## config.mk

```make
export PLATFORM = sky130hd
export DESIGN_NAME = dffrsnq_init_seq_flat
export DESIGN_NICKNAME = d
export VERILOG_FILES = /design/src/rtl/dffrsnq_init_seq_if.sv /design/src/rtl/dffrsnq_init_seq.sv /design/src/flat_wrapper.sv
export SDC_FILE = /design/constraint.sdc
export NUM_CORES = 1
export LEC_CHECK = 0
export ABC_AREA = 1
export CAP_MARGIN = 10
export CORE_MARGIN = 2
export CORE_UTILIZATION = 54
export DETAILED_ROUTE_END_ITERATION = 6
export GPL_ROUTABILITY_DRIVEN = 1
export PLACE_DENSITY_LB_ADDON = 0.2
export SLEW_MARGIN = 0
export SYNTH_ARGS = -nofsm -noshare
export SYNTH_HDL_FRONTEND = slang
export SYNTH_SLANG_ARGS = --single-unit
```

## constraint.sdc

```tcl
create_clock -name CLK -period 2.3 [get_ports CLK]
set_clock_uncertainty 0.1 [all_clocks]
set_input_delay 0.46 -clock CLK [delete_from_list [all_inputs] [get_ports CLK]]
set_output_delay 0.46 -clock CLK [all_outputs]
set_load 0.005 [all_outputs]
```

## src/rtl/dffrsnq_init_seq_if.sv

```systemverilog
// Request handshake plus the RN/SETN/capture pin bundle between a controller
// and the dffrsnq init sequencer.
interface dffrsnq_init_seq_if;
    logic REQ_VALID;
    logic REQ_SET;
    logic REQ_READY;
    logic RN;
    logic SETN;
    logic CAP_EN;
    logic BUSY;
    logic DONE;

    modport master (
        output REQ_VALID, REQ_SET,
        input  REQ_READY, RN, SETN, CAP_EN, BUSY, DONE
    );

    modport slave (
        input  REQ_VALID, REQ_SET,
        output REQ_READY, RN, SETN, CAP_EN, BUSY, DONE
    );
endinterface

```

## src/rtl/dffrsnq_init_seq.sv

```systemverilog
// Sequencer producing registered, mutually exclusive RN/SETN pulses of fixed
// width followed by a recovery window before the flop bank may capture again.
module dffrsnq_init_seq #(
    parameter int PULSE_CYC = 2,
    parameter int RECOV_CYC = 2
) (
    input  logic               CLK,
    input  logic               RST,
    dffrsnq_init_seq_if.slave  bus
);
    localparam bit         PARAMS_OK = (PULSE_CYC >= 1) && (PULSE_CYC <= 255) &&
                                       (RECOV_CYC >= 1) && (RECOV_CYC <= 255);
    localparam logic [7:0] P8 = PULSE_CYC[7:0];
    localparam logic [7:0] R8 = RECOV_CYC[7:0];

    typedef enum logic [1:0] {S_HOLD, S_ASSERT, S_RECOVER, S_IDLE} state_t;

    state_t     state, state_nxt;
    logic [7:0] cnt, cnt_nxt;
    logic       set_lat, set_nxt;
    logic       req_flag, flag_nxt;
    logic       done_nxt, rn_nxt, setn_nxt, idle_nxt;
    logic       rn_q, setn_q, cap_q, rdy_q, busy_q, done_q;

    always_comb begin
        state_nxt = state;
        cnt_nxt   = cnt;
        set_nxt   = set_lat;
        flag_nxt  = req_flag;
        done_nxt  = 1'b0;
        case (state)
            S_HOLD: begin
                state_nxt = S_RECOVER;
                cnt_nxt   = R8;
                flag_nxt  = 1'b0;
            end
            S_IDLE: begin
                if (bus.REQ_VALID) begin
                    state_nxt = S_ASSERT;
                    cnt_nxt   = P8;
                    set_nxt   = bus.REQ_SET;
                    flag_nxt  = 1'b1;
                end
            end
            S_ASSERT: begin
                if (cnt <= 8'd1) begin
                    state_nxt = S_RECOVER;
                    cnt_nxt   = R8;
                end else begin
                    cnt_nxt   = cnt - 8'd1;
                end
            end
            S_RECOVER: begin
                if (cnt <= 8'd1) begin
                    state_nxt = S_IDLE;
                    cnt_nxt   = 8'd0;
                    done_nxt  = req_flag;
                    flag_nxt  = 1'b0;
                end else begin
                    cnt_nxt   = cnt - 8'd1;
                end
            end
            default: state_nxt = S_HOLD;
        endcase

        // Pin levels come from the next state so every output is a plain flop.
        rn_nxt   = !(state_nxt == S_ASSERT && !set_nxt);
        setn_nxt = !(state_nxt == S_ASSERT &&  set_nxt);
        idle_nxt = (state_nxt == S_IDLE);
    end

    always_ff @(posedge CLK) begin
        if (RST) begin
            state    <= S_HOLD;
            cnt      <= 8'd0;
            set_lat  <= 1'b0;
            req_flag <= 1'b0;
            rn_q     <= 1'b0;
            setn_q   <= 1'b1;
            cap_q    <= 1'b0;
            rdy_q    <= 1'b0;
            busy_q   <= 1'b1;
            done_q   <= 1'b0;
        end else begin
            state    <= state_nxt;
            cnt      <= cnt_nxt;
            set_lat  <= set_nxt;
            req_flag <= flag_nxt;
            rn_q     <= rn_nxt;
            setn_q   <= setn_nxt;
            cap_q    <= idle_nxt;
            rdy_q    <= idle_nxt;
            busy_q   <= !idle_nxt;
            done_q   <= done_nxt;
        end
    end

    assign bus.RN        = rn_q;
    assign bus.SETN      = setn_q;
    assign bus.CAP_EN    = cap_q;
    assign bus.REQ_READY = rdy_q;
    assign bus.BUSY      = busy_q;
    assign bus.DONE      = done_q;

    a_params: assert property (@(posedge CLK) PARAMS_OK);
    a_excl:   assert property (@(posedge CLK) disable iff (RST) (rn_q || setn_q));
    a_cap:    assert property (@(posedge CLK) disable iff (RST) (!cap_q || (rn_q && setn_q)));
endmodule

```

## src/flat_wrapper.sv

```systemverilog
// flat-port wrapper written by rule: the top's interface ports become plain ports
module dffrsnq_init_seq_flat 
#(
    parameter int PULSE_CYC = 2,
    parameter int RECOV_CYC = 2
)
  (CLK, RST, bus_REQ_VALID, bus_REQ_SET, bus_REQ_READY, bus_RN, bus_SETN, bus_CAP_EN, bus_BUSY, bus_DONE);
  dffrsnq_init_seq_if bus_i ();
  input  logic CLK;
  input  logic RST;
  input wire logic [$bits(bus_i.REQ_VALID)-1:0] bus_REQ_VALID;
  input wire logic [$bits(bus_i.REQ_SET)-1:0] bus_REQ_SET;
  output wire logic [$bits(bus_i.REQ_READY)-1:0] bus_REQ_READY;
  output wire logic [$bits(bus_i.RN)-1:0] bus_RN;
  output wire logic [$bits(bus_i.SETN)-1:0] bus_SETN;
  output wire logic [$bits(bus_i.CAP_EN)-1:0] bus_CAP_EN;
  output wire logic [$bits(bus_i.BUSY)-1:0] bus_BUSY;
  output wire logic [$bits(bus_i.DONE)-1:0] bus_DONE;
  assign bus_i.REQ_VALID = bus_REQ_VALID;
  assign bus_i.REQ_SET = bus_REQ_SET;
  assign bus_REQ_READY = bus_i.REQ_READY;
  assign bus_RN = bus_i.RN;
  assign bus_SETN = bus_i.SETN;
  assign bus_CAP_EN = bus_i.CAP_EN;
  assign bus_BUSY = bus_i.BUSY;
  assign bus_DONE = bus_i.DONE;
  dffrsnq_init_seq #(.PULSE_CYC(PULSE_CYC), .RECOV_CYC(RECOV_CYC)) u_core (.CLK(CLK), .RST(RST), .bus(bus_i));
endmodule
```

# After elaboration in Yosys (flattened, before gate mapping)
# Cells that the tools add are included.
classes:
  n_eq_ne: 7
  bitwise_logic: 2
  n_reduce_logical: 10
  n_lt_le_gt_ge: 1
  n_mux: 13
  n_addsub: 1
op_table:
  columns: ["op", "count"]
  rows:
  - ["$pmux 8 s4", 1]
  - ["$mux 8", 3]
  - ["$le 8x1->1 const B", 1]
  - ["$pmux 2 s4", 1]
  - ["$sub 8x1->8 const B", 1]
  - ["$eq 2x2->1 const B", 3]
  - ["$mux 2", 3]
  - ["$eq 2x1->1 const B", 2]
  - ["$logic_not 1->1", 4]
  - ["$mux 1", 4]
  - ["$pmux 1 s3", 1]
  - ["$reduce_and 3->1", 1]
  - ["$reduce_bool 3->1", 1]
  - ["$reduce_or 3->1", 1]
  - ["$logic_and 1x1->1", 2]
  - ["$logic_not 2->1", 1]
  - ["$ne 2x1->1 const B", 1]
  - ["$ne 2x2->1 const B", 1]
  - ["$not 1->1", 2]
totals:
  out_inout_bits: 6
  word_cells: 43
  register_bits: 17
  input_bits: 4

# Longest topological paths before layout
# Gate-level depths: netlist of the first run.
depth:
  word_depth: 6
  ltp_mapped: 12
  ltp_nobuf: 12

# Least setup slack after synthesis of the first run
# Ideal clock, no wire load.
synth_timing:
  path_kind: "reg2reg"
  start: "reg u_core.state[0]"
  end: "reg u_core.rn_q, in the netlist u_core.bus.RN"
  t_required_ns: 2.087
  path_slack_ns: 0.707
  arrival_time_ns: 1.379
  setup_time_ns: 0.113
  n_path_buf: 0
  stages_incl_launch_ff: 10
  period_less_slack_ns: 1.593
  cell_sequence: "dfxtp_1 inv_1 ha_1 or2_2 a21oi_1 nand2_1 inv_2 nand3_1 nand2_1 nand2_1"
synth_via:
  elab_chain_len: 5
  elab_cells_between_ends: 13
  classes_between: "4 x eq/ne; 5 x mux; 4 x reduce/logical"
synth_rtl:
  columns: ["item", "line_no", "rtl"]
  rows:
  - ["from (decl)", "dffrsnq_init_seq.sv:18", "state_t state, state_nxt;"]
  - ["from (signal assigned)", "dffrsnq_init_seq.sv:85", "state <= state_nxt;"]
  - ["$eq 2x2->1 (tied with other cells)", "dffrsnq_init_seq.sv:31", "case (state)"]
  - ["$pmux 2 s4 / $mux 1 (equally long branches)", "dffrsnq_init_seq.sv:31", null]
  - ["$eq 2x1->1 / $logic_not 1->1 (equally long branches)", "dffrsnq_init_seq.sv:67", "rn_nxt = !(state_nxt == S_ASSERT && !set_nxt);"]
  - ["$logic_and 1x1->1 *", "dffrsnq_init_seq.sv:67", null]
  - ["$logic_not 1->1 *", "dffrsnq_init_seq.sv:67", null]
  - ["to (signal assigned)", "dffrsnq_init_seq.sv:89", "rn_q <= rn_nxt;"]
  - ["to (decl)", "dffrsnq_init_seq.sv:23", "logic rn_q, setn_q, cap_q, rdy_q, busy_q, done_q;"]
# Every way passes the cells marked *; elsewhere a longest branch is shown, timed or not.
# A chain may end at the register's enable or synchronous reset.

# Worst setup path in the final report of the first run
# Ends and elaborated chain as after synthesis.

==> results of run 1 <==
-- area by class of cell --
type	count	area, µm²
Sequential cell	17	340.3
Fill cell	163	615.6
Tap cell	17	21.27
Multi-Input combinational cell	86	516.7
Inverter	19	71.32
Timing Repair Buffer	10	97.59
Clock buffer	4	26.28
-- power by group through the flow --
stage,clock (µW),combinational (µW),sequential [µW]
2_1_floorplan,0,217,338
3_3_place_gp,0,263,341
3_5_place_dp,0,266,342
4_1_cts,162,268,335
5_1_grt,174,296,339
6_report,157,263,335
-- per-layer routing --
metal  wire (µm)  up-vias  track usage [%]
met5           0        -                0
met4          23        0            9.714
met3          42        4            3.175
met2         790       10            30.00
met1         723      355            20.96
li1            -      409                -
-- cell usage in the layout (no fill, tap or decap), drive strengths merged --
master,count
a21oi,10
buf,1
clkbuf,4
clkdlybuf4s50,9
dfxtp,17
ha,6
inv,19
nand2,34
nand3,5
nand3b,1
nand4,1
nor2,15
nor3,3
nor3b,1
o21ai,5
o21bai,1
or2,1
xor2,3
-- stage by stage --
stage                     cell area [µm²]  setup WS, ps
after global placement               1047         394.0
after detailed placement             1047         323.8
after CTS                            1074         553.9
after floorplan                     947.2         707.3
after global routing                 1074         435.2
final                                1074         583.3
-- sequential cells by signal, indices dropped and copies added, names as in the netlist --
signal	cells
u_core.state	2
u_core.bus.BUSY	1
u_core.cnt	8
u_core.bus.SETN	1
u_core.bus.CAP_EN	1
u_core.bus.DONE	1
u_core.bus.RN	1
u_core.req_flag	1
u_core.set_lat	1
-- worst max-delay path: stages (launching register included) --
cell,delay [ps]
dfxtp_1,390
inv_1,80
ha_1,240
or2_2,300
a21oi_1,120
nand2_1,80
inv_2,110
nand3_1,90
nand2_1,60
nand2_1,40
-- final timing paths --
kind | startpoint | endpoint | slack (ps)
worst min-delay path | u_core.req_flag | u_core.bus.DONE | 350
worst min register to register | u_core.req_flag | u_core.bus.DONE | 350
worst max register to register | u_core.state[0] | u_core.bus.RN | 580
worst max-delay path | u_core.state[0] | u_core.bus.RN | 580
-- cell families after synthesis --
family | synth area share, %
adders and majority gates | 7.926
and+or+nand+nor | 35.14
buffers and inverters | 9.512
xor gates and xnor gates | 2.775
AOI/OAI and AO/OA | 8.719
DFF | 35.93
==> summary.md, run 1 <==
| Metric | Value |
|---|---|
| Status | finished clean |
| Post-Route WL | 1580 µm |
| Yosys top cell by area | dfxtp_1 |
| Initial antenna violation count | 0 |
| Net Sw Frac | 35.64% |
| CP Launch Type | flip-flop |
| Detailed Route Iter0 Violations | 5 |
| Clock network fraction of total power | 20.8% |
| CTS Buf Count | 3 |
| Min Tclk post-route | 1717 ps |
| P_int | 486.0 µW |
| Post-synth cell types | 26 |
| PortBufs | 9 |
| Area share of the largest cell type after synthesis | 35.93% |
| EDFF count, synth | 0 |
| Logic pwr share | between 30% and 40% |
| Clock transition at path regs | ~100 ps |
| Net load switching power | 269.1 µW |
| First-pass iteration count of the detailed router | 2 |
| Synth warnings | 0 |
| Core area | roughly 0.0017 mm² |
| Seq/Total Area, Yosys | a little over a third |
| CP Capture Type | flip-flop |
| # diodes | 0 |
| Fin. Hold Viols | 0 |
| Critical path type | reg -> reg |
| Avg WL per Cell | 10.33 µm |
| FMAX | 582.5 MHz |
| Initial Utilization | 56.07% |
| Final period util | between 70% and 80% |
| Crit path DAT | 1800 ps |
| First-pass GRT wire length | 2732 µm |
| Global-route usage over all layers | between 10% and 20% |
| Total power | around 760 µW |
| CP max FO | 5 |
| VDD IR max | 502.6 µV |
| Die W | 45.88 µm |
| Main flop type after synthesis | dfxtp_1 |
| Max transition margin | 79.91% |
| Leakage | 0.0004981 µW |
| Vias in the first global route | 711 |
| Pin count of the biggest net entering global routing | 10 |
| Area contributors post-synth | dfxtp_1 (36%), nand2_1 (11%), ha_1 (7.9%) |
| Pins Over Slew Limit | 0 |
| Maximum clock path buffer count | 2 |
| Post-CTS sizing | 0 |
| IO Count | 10 |
| Global route overflow | 0 |
| Placed cell count | 149 |
| Reg2reg path depth | 9 |
| Setup tns final | 0 ps |
| CTS tree | built |
| Mapped Nets | 134 |
| Min Hold Slack | about 350 ps |
| Die area | between 0.002 and 0.0025 mm² |
| Die span in y | between 40 and 50 µm |
| ANT nets after route | 0 |
| Post-Synthesis Cells | 124 |
| Most common library cells after synthesis | nand2_1 (29), dfxtp_1 (17), inv_1 (16), nor2_1 (11), a21oi_1 (10) |
| DP Wirelength | 1289 µm |
| H-tree depth | 1 |
| Hold Path Depth | 2 |
| # hold bufs at CTS | 0 |
| # rows | 15 |
| Worst-Margin Slew | 300.2 ps |
| Sequential share of power | 44.4% |
| Finished Core Util | 63.56% |
| Clock Latency Late Sink | 290 ps |
| Cell Area, Synth | 947.2 µm² |
| Layout overhead on the synthesized area | 13.34% |
| Max Cap Violations | 0 |
| Vias/cell | 5.085 |
| Count leader, synth | nand2_1 |
| Unrepaired setup endpoints after global routing | false |
| FFs w/ async S/R, synth | 0% |
| # DRC | 0 |
| Setup violations, final | 0 |
| # nets final | 147 |
| Critical Path RT | 2390 ps |
| Syn_area_per_cell | 7.638 µm² |
| CTS root buf | clkbuf_4 |
| Placer congestion estimate | 0.8033 |
| Share of layout cells above drive strength 1 | 13.97% |
| Setup bufs post-CTS | 0 |
| Seq cells post-synth | 17 |
| Clock Sinks | 17 |
| Worst Hold Class | reg -> reg |
| Detailed-route via count | about 780 |
| Cell Pwr Density | 703.4 mW/mm² |
| Non-Filler Instances | 153 |
No activity file was read; power rests on OpenSTA's default activity.
==> run 2, diff against run 1 <==
--- a/config.mk
+++ b/config.mk
@@ -8,7 +8,7 @@
 export ABC_AREA = 1
 export CAP_MARGIN = 10
 export CORE_MARGIN = 2
-export CORE_UTILIZATION = 54
+export CORE_UTILIZATION = 49
 export DETAILED_ROUTE_END_ITERATION = 6
 export GPL_ROUTABILITY_DRIVEN = 1
 export PLACE_DENSITY_LB_ADDON = 0.2
==> constraint.sdc (replaced) <==
create_clock -name CLK -period 1.55 [get_ports CLK]
set_clock_uncertainty 0.1 [all_clocks]
set_input_delay 0.31 -clock CLK [delete_from_list [all_inputs] [get_ports CLK]]
set_output_delay 0.31 -clock CLK [all_outputs]
set_load 0.005 [all_outputs]
==> summary.md, run 2 (synthesis results as in run 1) <==
| Metric | Value |
|---|---|
| Vias/cell | 4.733 |
| Worst-Margin Slew | 290.9 ps |
| # DRC | 0 |
| Layout overhead on the synthesized area | 42.27% |
| Avg WL per Cell | 11.13 µm |
| Critical path's top delay family | buffers and inverters |
| Detailed Route Iter0 Violations | 24 |
| Crit path DAT | 1110 ps |
| CP max FO | 1 |
| VDD IR max | 772.8 µV |
| Fillers | 131 |
| Vias in the first global route | 754 |
| # rows | 15 |
| Die span in y | 47.97 µm |
| Final period util | 98.22% |
| Finished Core Util | about three quarters |
| Post-Route WL | 1958 µm |
| Worst Hold Class | reg -> reg |
| Cell Pwr Density | 983.4 mW/mm² |
| Max FFs per register | 8 |
| Die area | 0.002301 mm² |
| Initial antenna violation count | 0 |
| CP Launch Type | flip-flop |
| Register with the most flip-flops | u_core.cnt |
| # nets final | 162 |
| Biggest regs | u_core.cnt x8, u_core.state x2 |
| Critical path buffer and inverter count | 1 |
| Initial Utilization | 53.69% |
| Die W | 47.97 µm |
| Clock Sinks | 17 |
| CTS Buf Count | 3 |
| Fin. Hold Viols | 0 |
| Reg2reg path depth | 9 |
| Clock transition at path regs | ~110 ps |
| Slowest CP cell | clkdlybuf4s50_1 |
| Max Cap Violations | 0 |
| Slowest stage delay, CP | 490 ps |
| Unrepaired setup endpoints after global routing | true |
| First-pass iteration count of the detailed router | 4 |
| PortBufs | 9 |
| CTS tree | built |
| Setup violations, final | 0 |
| Stages on the worst setup path | 1 |
| Maximum clock path buffer count | 2 |
| CP Capture Type | primary output |
| First-pass GRT wire length | 3125 µm |
| Share of layout cells above drive strength 1 | between 40% and 50% |
| Most frequent cells in the layout | nand2_1 (26), buf_4 (14), inv_1 (11), dfxtp_1 (11), nor2_1 (10) |
| Min Tclk post-route | 1522 ps |
| Placer congestion estimate | 0.8103 |
| Max transition margin | between 80% and 90% |
| Hold Path Depth | 2 |
| Global-route usage over all layers | between 20 and 25% |
| Final instance area | 0.001348 mm² |
| DP Wirelength | 1354 µm |
| Core area | about 0.0018 mm² |
| H-tree depth | 1 |
| IO Count | 10 |
| Area after detailed placement | 0.001136 mm² |
| # diodes | 0 |
| Commonest non-fill, non-tap cell in the layout | nand2_1 |
| Clock Latency Late Sink | 300 ps |
| Leakage | roughly 0.00063 µW |
| Global route overflow | 0 |
| Pin count of the biggest net entering global routing | 11 |
| CTS root buf | clkbuf_4 |
| Critical path type | reg -> out |
| Pins Over Slew Limit | 0 |
| ANT nets after route | 0 |
| CP cell instances | clkdlybuf4s50_1 |
| Status | finished clean |
| Detailed-route via count | 833 |
| FMAX | 656.9 MHz |
| Critical Path RT | 1140 ps |
| # hold bufs at CTS | 0 |
[run 2: cell count changes in the layout (fill, tap and decap cells not counted), moves of 4 or more]
| cell | change |
|---|---|
| dfxtp_2 | +5 |
| inv_1 | -5 |
| clkdlybuf4s50_1 | -4 |
| buf_4 | +13 |
| dlymetal6s2s_1 | +4 |
| dfxtp_1 | -6 |
| ha_1 | -6 |
| ha_4 | +6 |
[run 2: routing by layer]
layer  track usage (%)  vias to the layer above  wire [µm]
met4             10.81                        0         19
li1                  -                      441          -
met2             31.20                       15        994
met3             4.906                        2         55
met1             25.40                      375        890
met5                 0                        -          0
[run 2: area by class of cell]
class,count,area (µm²),share of cell area (%)
Multi-Input combinational cell,86,634.4,47.08
Sequential cell,17,350.3,26.00
Timing Repair Buffer,25,227.7,16.90
Inverter,19,76.32,5.664
Tap cell,25,31.28,2.321
Clock buffer,3,22.52,1.671
Clock inverter,1,5.005,0.3714
[run 2: final timing paths]
path	from	endpoint	slack (ps)
setup / recovery	u_core.bus.RN	bus_RN	30
hold / removal	u_core.req_flag	u_core.bus.DONE	360
setup reg to reg	u_core.state[0]	u_core.bus.RN	30
hold reg to reg	u_core.req_flag	u_core.bus.DONE	360
[run 2: stage by stage]
step	setup TNS, ps	hold slack (ps)	worst slack, ps	instances	total power (µW)
global route	-197.6	378.9	-76.68	176	1414
floorplan	0	322.7	30.97	124	825.7
CTS	-5.340	361.4	-5.340	175	1279
finish	0	358.8	27.65	176	1325
detailed placement	-1477	344.2	-184.5	167	953.1
global placement	-1176	333.6	-149.2	167	941.2
[run 2: report_power, final]
group          switching (µW)  internal, µW  total [µW]
combinational             308           259         567
sequential               30.3           473         503
clock                     159          96.4         255
[run 2: timing repair]
| item | in CTS | in global routing |
|---|---|---|
| gates resized for setup | 21 | 22 |
| buffers inserted | 4 | 1 |
| pin swaps | 9 | 14 |
| setup endpoints to repair | 14 | 16 |
[run 2: tightest hold or removal path: stages (launching register included)]
cell     delay, ps
dfxtp_1        330
nand2_1         60
nor2_1          40
==> run 3, diff against run 2 <==
--- a/config.mk
+++ b/config.mk
@@ -6,9 +6,10 @@
 export NUM_CORES = 1
 export LEC_CHECK = 0
 export ABC_AREA = 1
-export CAP_MARGIN = 10
-export CORE_MARGIN = 2
+export CAP_MARGIN = 30
+export CORE_MARGIN = 4
 export CORE_UTILIZATION = 49
+export CTS_CLUSTER_SIZE = 14
 export DETAILED_ROUTE_END_ITERATION = 6
 export GPL_ROUTABILITY_DRIVEN = 1
 export PLACE_DENSITY_LB_ADDON = 0.2
==> summary.md, run 3 (synthesis results as in run 1) <==
| Metric | Value |
|---|---|
| Final period util | 98.97% |
| Die span in y | a little over 50 µm |
| CP cell instances | inv_4, ha_4, or2_4, a21oi_2, nand2_1, inv_2, nand3_2, nand2_1, nand2_1 |
| DP Wirelength | roughly 1500 µm |
| Finished Core Util | 76.00% |
| Placed cell count | 168 |
| Clock network fraction of total power | roughly 18% |
| # rows | 15 |
| CP Capture Type | flip-flop |
| Min Tclk post-route | 1534 ps |
| CTS Buf Count | 3 |
| Vias in the first global route | 761 |
| VDD IR max | 765.0 µV |
| Status | finished clean |
| P_int | 832.2 µW |
| Share of layout cells above drive strength 1 | roughly 41% |
| Initial antenna violation count | 0 |
| IO Count | 10 |
| Placer congestion estimate | 0.8198 |
| Fillers | 138 |
| Layout overhead on the synthesized area | 43.06% |
| # diodes | 0 |
| First-pass GRT wire length | 3353 µm |
| Detailed-route via count | 855 |
| Post-Route WL | about 2200 µm |
| Pins Over Slew Limit | 0 |
| Net load switching power | 478.2 µW |
| Leakage | approximately 0.00064 µW |
| Critical path type | reg -> reg |
| Setup violations, final | 0 |
| Initial Utilization | a little over half |
| First-pass iteration count of the detailed router | 4 |
| Max Cap Violations | 0 |
| Maximum clock path buffer count | 2 |
| # DRC | 0 |
| Max transition margin | between 80% and 90% |
| Die W | 51.97 µm |
| Most frequent cells in the layout | nand2_1 (26), buf_4 (15), inv_1 (12), dfxtp_1 (12), nor2_1 (9) |
| H-tree depth | 1 |
| Critical path's top delay family | simple AND/OR/NAND/NOR gates |
| Worst-Margin Slew | between 200 and 250 ps |
| Max FFs per register | 8 |
| Register with the most flip-flops | u_core.cnt |
| Unrepaired setup endpoints after global routing | true |
| Vias/cell | slightly below 5 |
| Biggest regs | u_core.cnt x8, u_core.state x2 |
| # hold bufs at CTS | 0 |
| Avg WL per Cell | 12.15 µm |
| Critical path buffer and inverter count | 2 |
| Critical Path RT | roughly 1700 ps |
| Clock Sinks | 17 |
| Fin. Hold Viols | 0 |
| Global-route usage over all layers | 17.27% |
| CTS root buf | clkbuf_4 |
| Commonest non-fill, non-tap cell in the layout | nand2_1 |
| Cell Pwr Density | 967.1 mW/mm² |
| FMAX | about 650 MHz |
| Sequential share of power | about two fifths |
| Non-Filler Instances | between 150 and 200 |
| Most frequent CP cell | nand2_1 |
| CP max FO | 4 |
| Detailed Route Iter0 Violations | 31 |
| Final instance area | roughly 0.0014 mm² |
| Area after detailed placement | 0.001144 mm² |
| Slowest CP cell | dfxtp_4 |
| Worst Hold Class | reg -> reg |
| Global route overflow | 0 |
| Clock Latency Late Sink | ~290 ps |
| Pin count of the biggest net entering global routing | 11 |
| ANT nets after route | 0 |
| Clock transition at path regs | 100 ps |
| Slowest stage delay, CP | 400 ps |
| Logic pwr share | 43.9% |
| # nets final | ~160 |
| Die area | 0.002700 mm² |
| CP Launch Type | flip-flop |
| Net Sw Frac | 36.49% |
| Crit path DAT | 1630 ps |
| CTS tree | built |
| PortBufs | 9 |
| Min Hold Slack | 361.2 ps |
| Core area | 0.001783 mm² |
## run 3: cell count changes in the layout (fill, tap and decap cells not counted), sizes merged
cell	delta
buf	+2
## run 3: worst reg2reg max path, cell delays in order (launching register included)
cell	delay [ps]
dfxtp_4	400
inv_4	60
ha_4	150
or2_4	240
a21oi_2	110
nand2_1	80
inv_2	120
nand3_2	70
nand2_1	60
nand2_1	40
## run 3: power by group through the flow
stage | clock network, µW | logic [µW] | registers [µW]
2_1_floorplan | 0 | 323 | 503
3_3_place_gp | 0 | 445 | 505
3_5_place_dp | 0 | 457 | 507
4_1_cts | 242 | 485 | 500
5_1_grt | 259 | 630 | 510
6_report | 230 | 575 | 505
## run 3: per-layer routing
layer / track usage (%) / part of all wire [%] / vias to the layer above
met5: 0 / 0 / -
met4: 7.860 / 1.9 / 0
met3: 5.444 / 3.4 / 7
met2: 26.99 / 49 / 15
met1: 21.40 / 45 / 386
li1: - / - / 447
## run 3: cell type report
| class | instances | area [µm²] | share of cell area (%) |
|---|---|---|---|
| multi-input cells | 86 | 621.8 | 45.89 |
| flip-flops and latches | 17 | 351.6 | 25.95 |
| repair buffers | 27 | 246.5 | 18.19 |
| inverters | 19 | 76.32 | 5.633 |
| well taps | 25 | 31.28 | 2.308 |
| clock buffers | 3 | 22.52 | 1.662 |
| clock inverters | 1 | 5.005 | 0.3693 |
## run 3: what timing repair did
action / CTS / global route
endpoints found under the hold margin: 0 / 0
buffers inserted: 1 / 5
gates resized for setup: 11 / 31
pin swaps: 5 / 15
endpoints found under the setup margin: 11 / 20
## run 3: per-stage QoR
step | setup WS, ps | setup TNS [ps] | power (µW)
global placement | -145.8 | -1205 | 949.6
detailed placement | -188.9 | -1400 | 963.5
CTS | -23.77 | -69.71 | 1227
finish | 15.97 | 0 | 1310
floorplan | 30.97 | 0 | 825.7
global route | -70.83 | -399.9 | 1399
## run 3: path summary, 6_finish.rpt
| check | start | end | slack [ps] | depth (start not counted) |
|---|---|---|---|---|
| worst max-delay path | u_core.state[0] | u_core.bus.RN | 20 | 9 |
| worst min-delay path | u_core.req_flag | u_core.bus.DONE | 360 | 2 |
| worst max register to register | u_core.state[0] | u_core.bus.RN | 20 | 9 |
| worst min register to register | u_core.req_flag | u_core.bus.DONE | 360 | 2 |
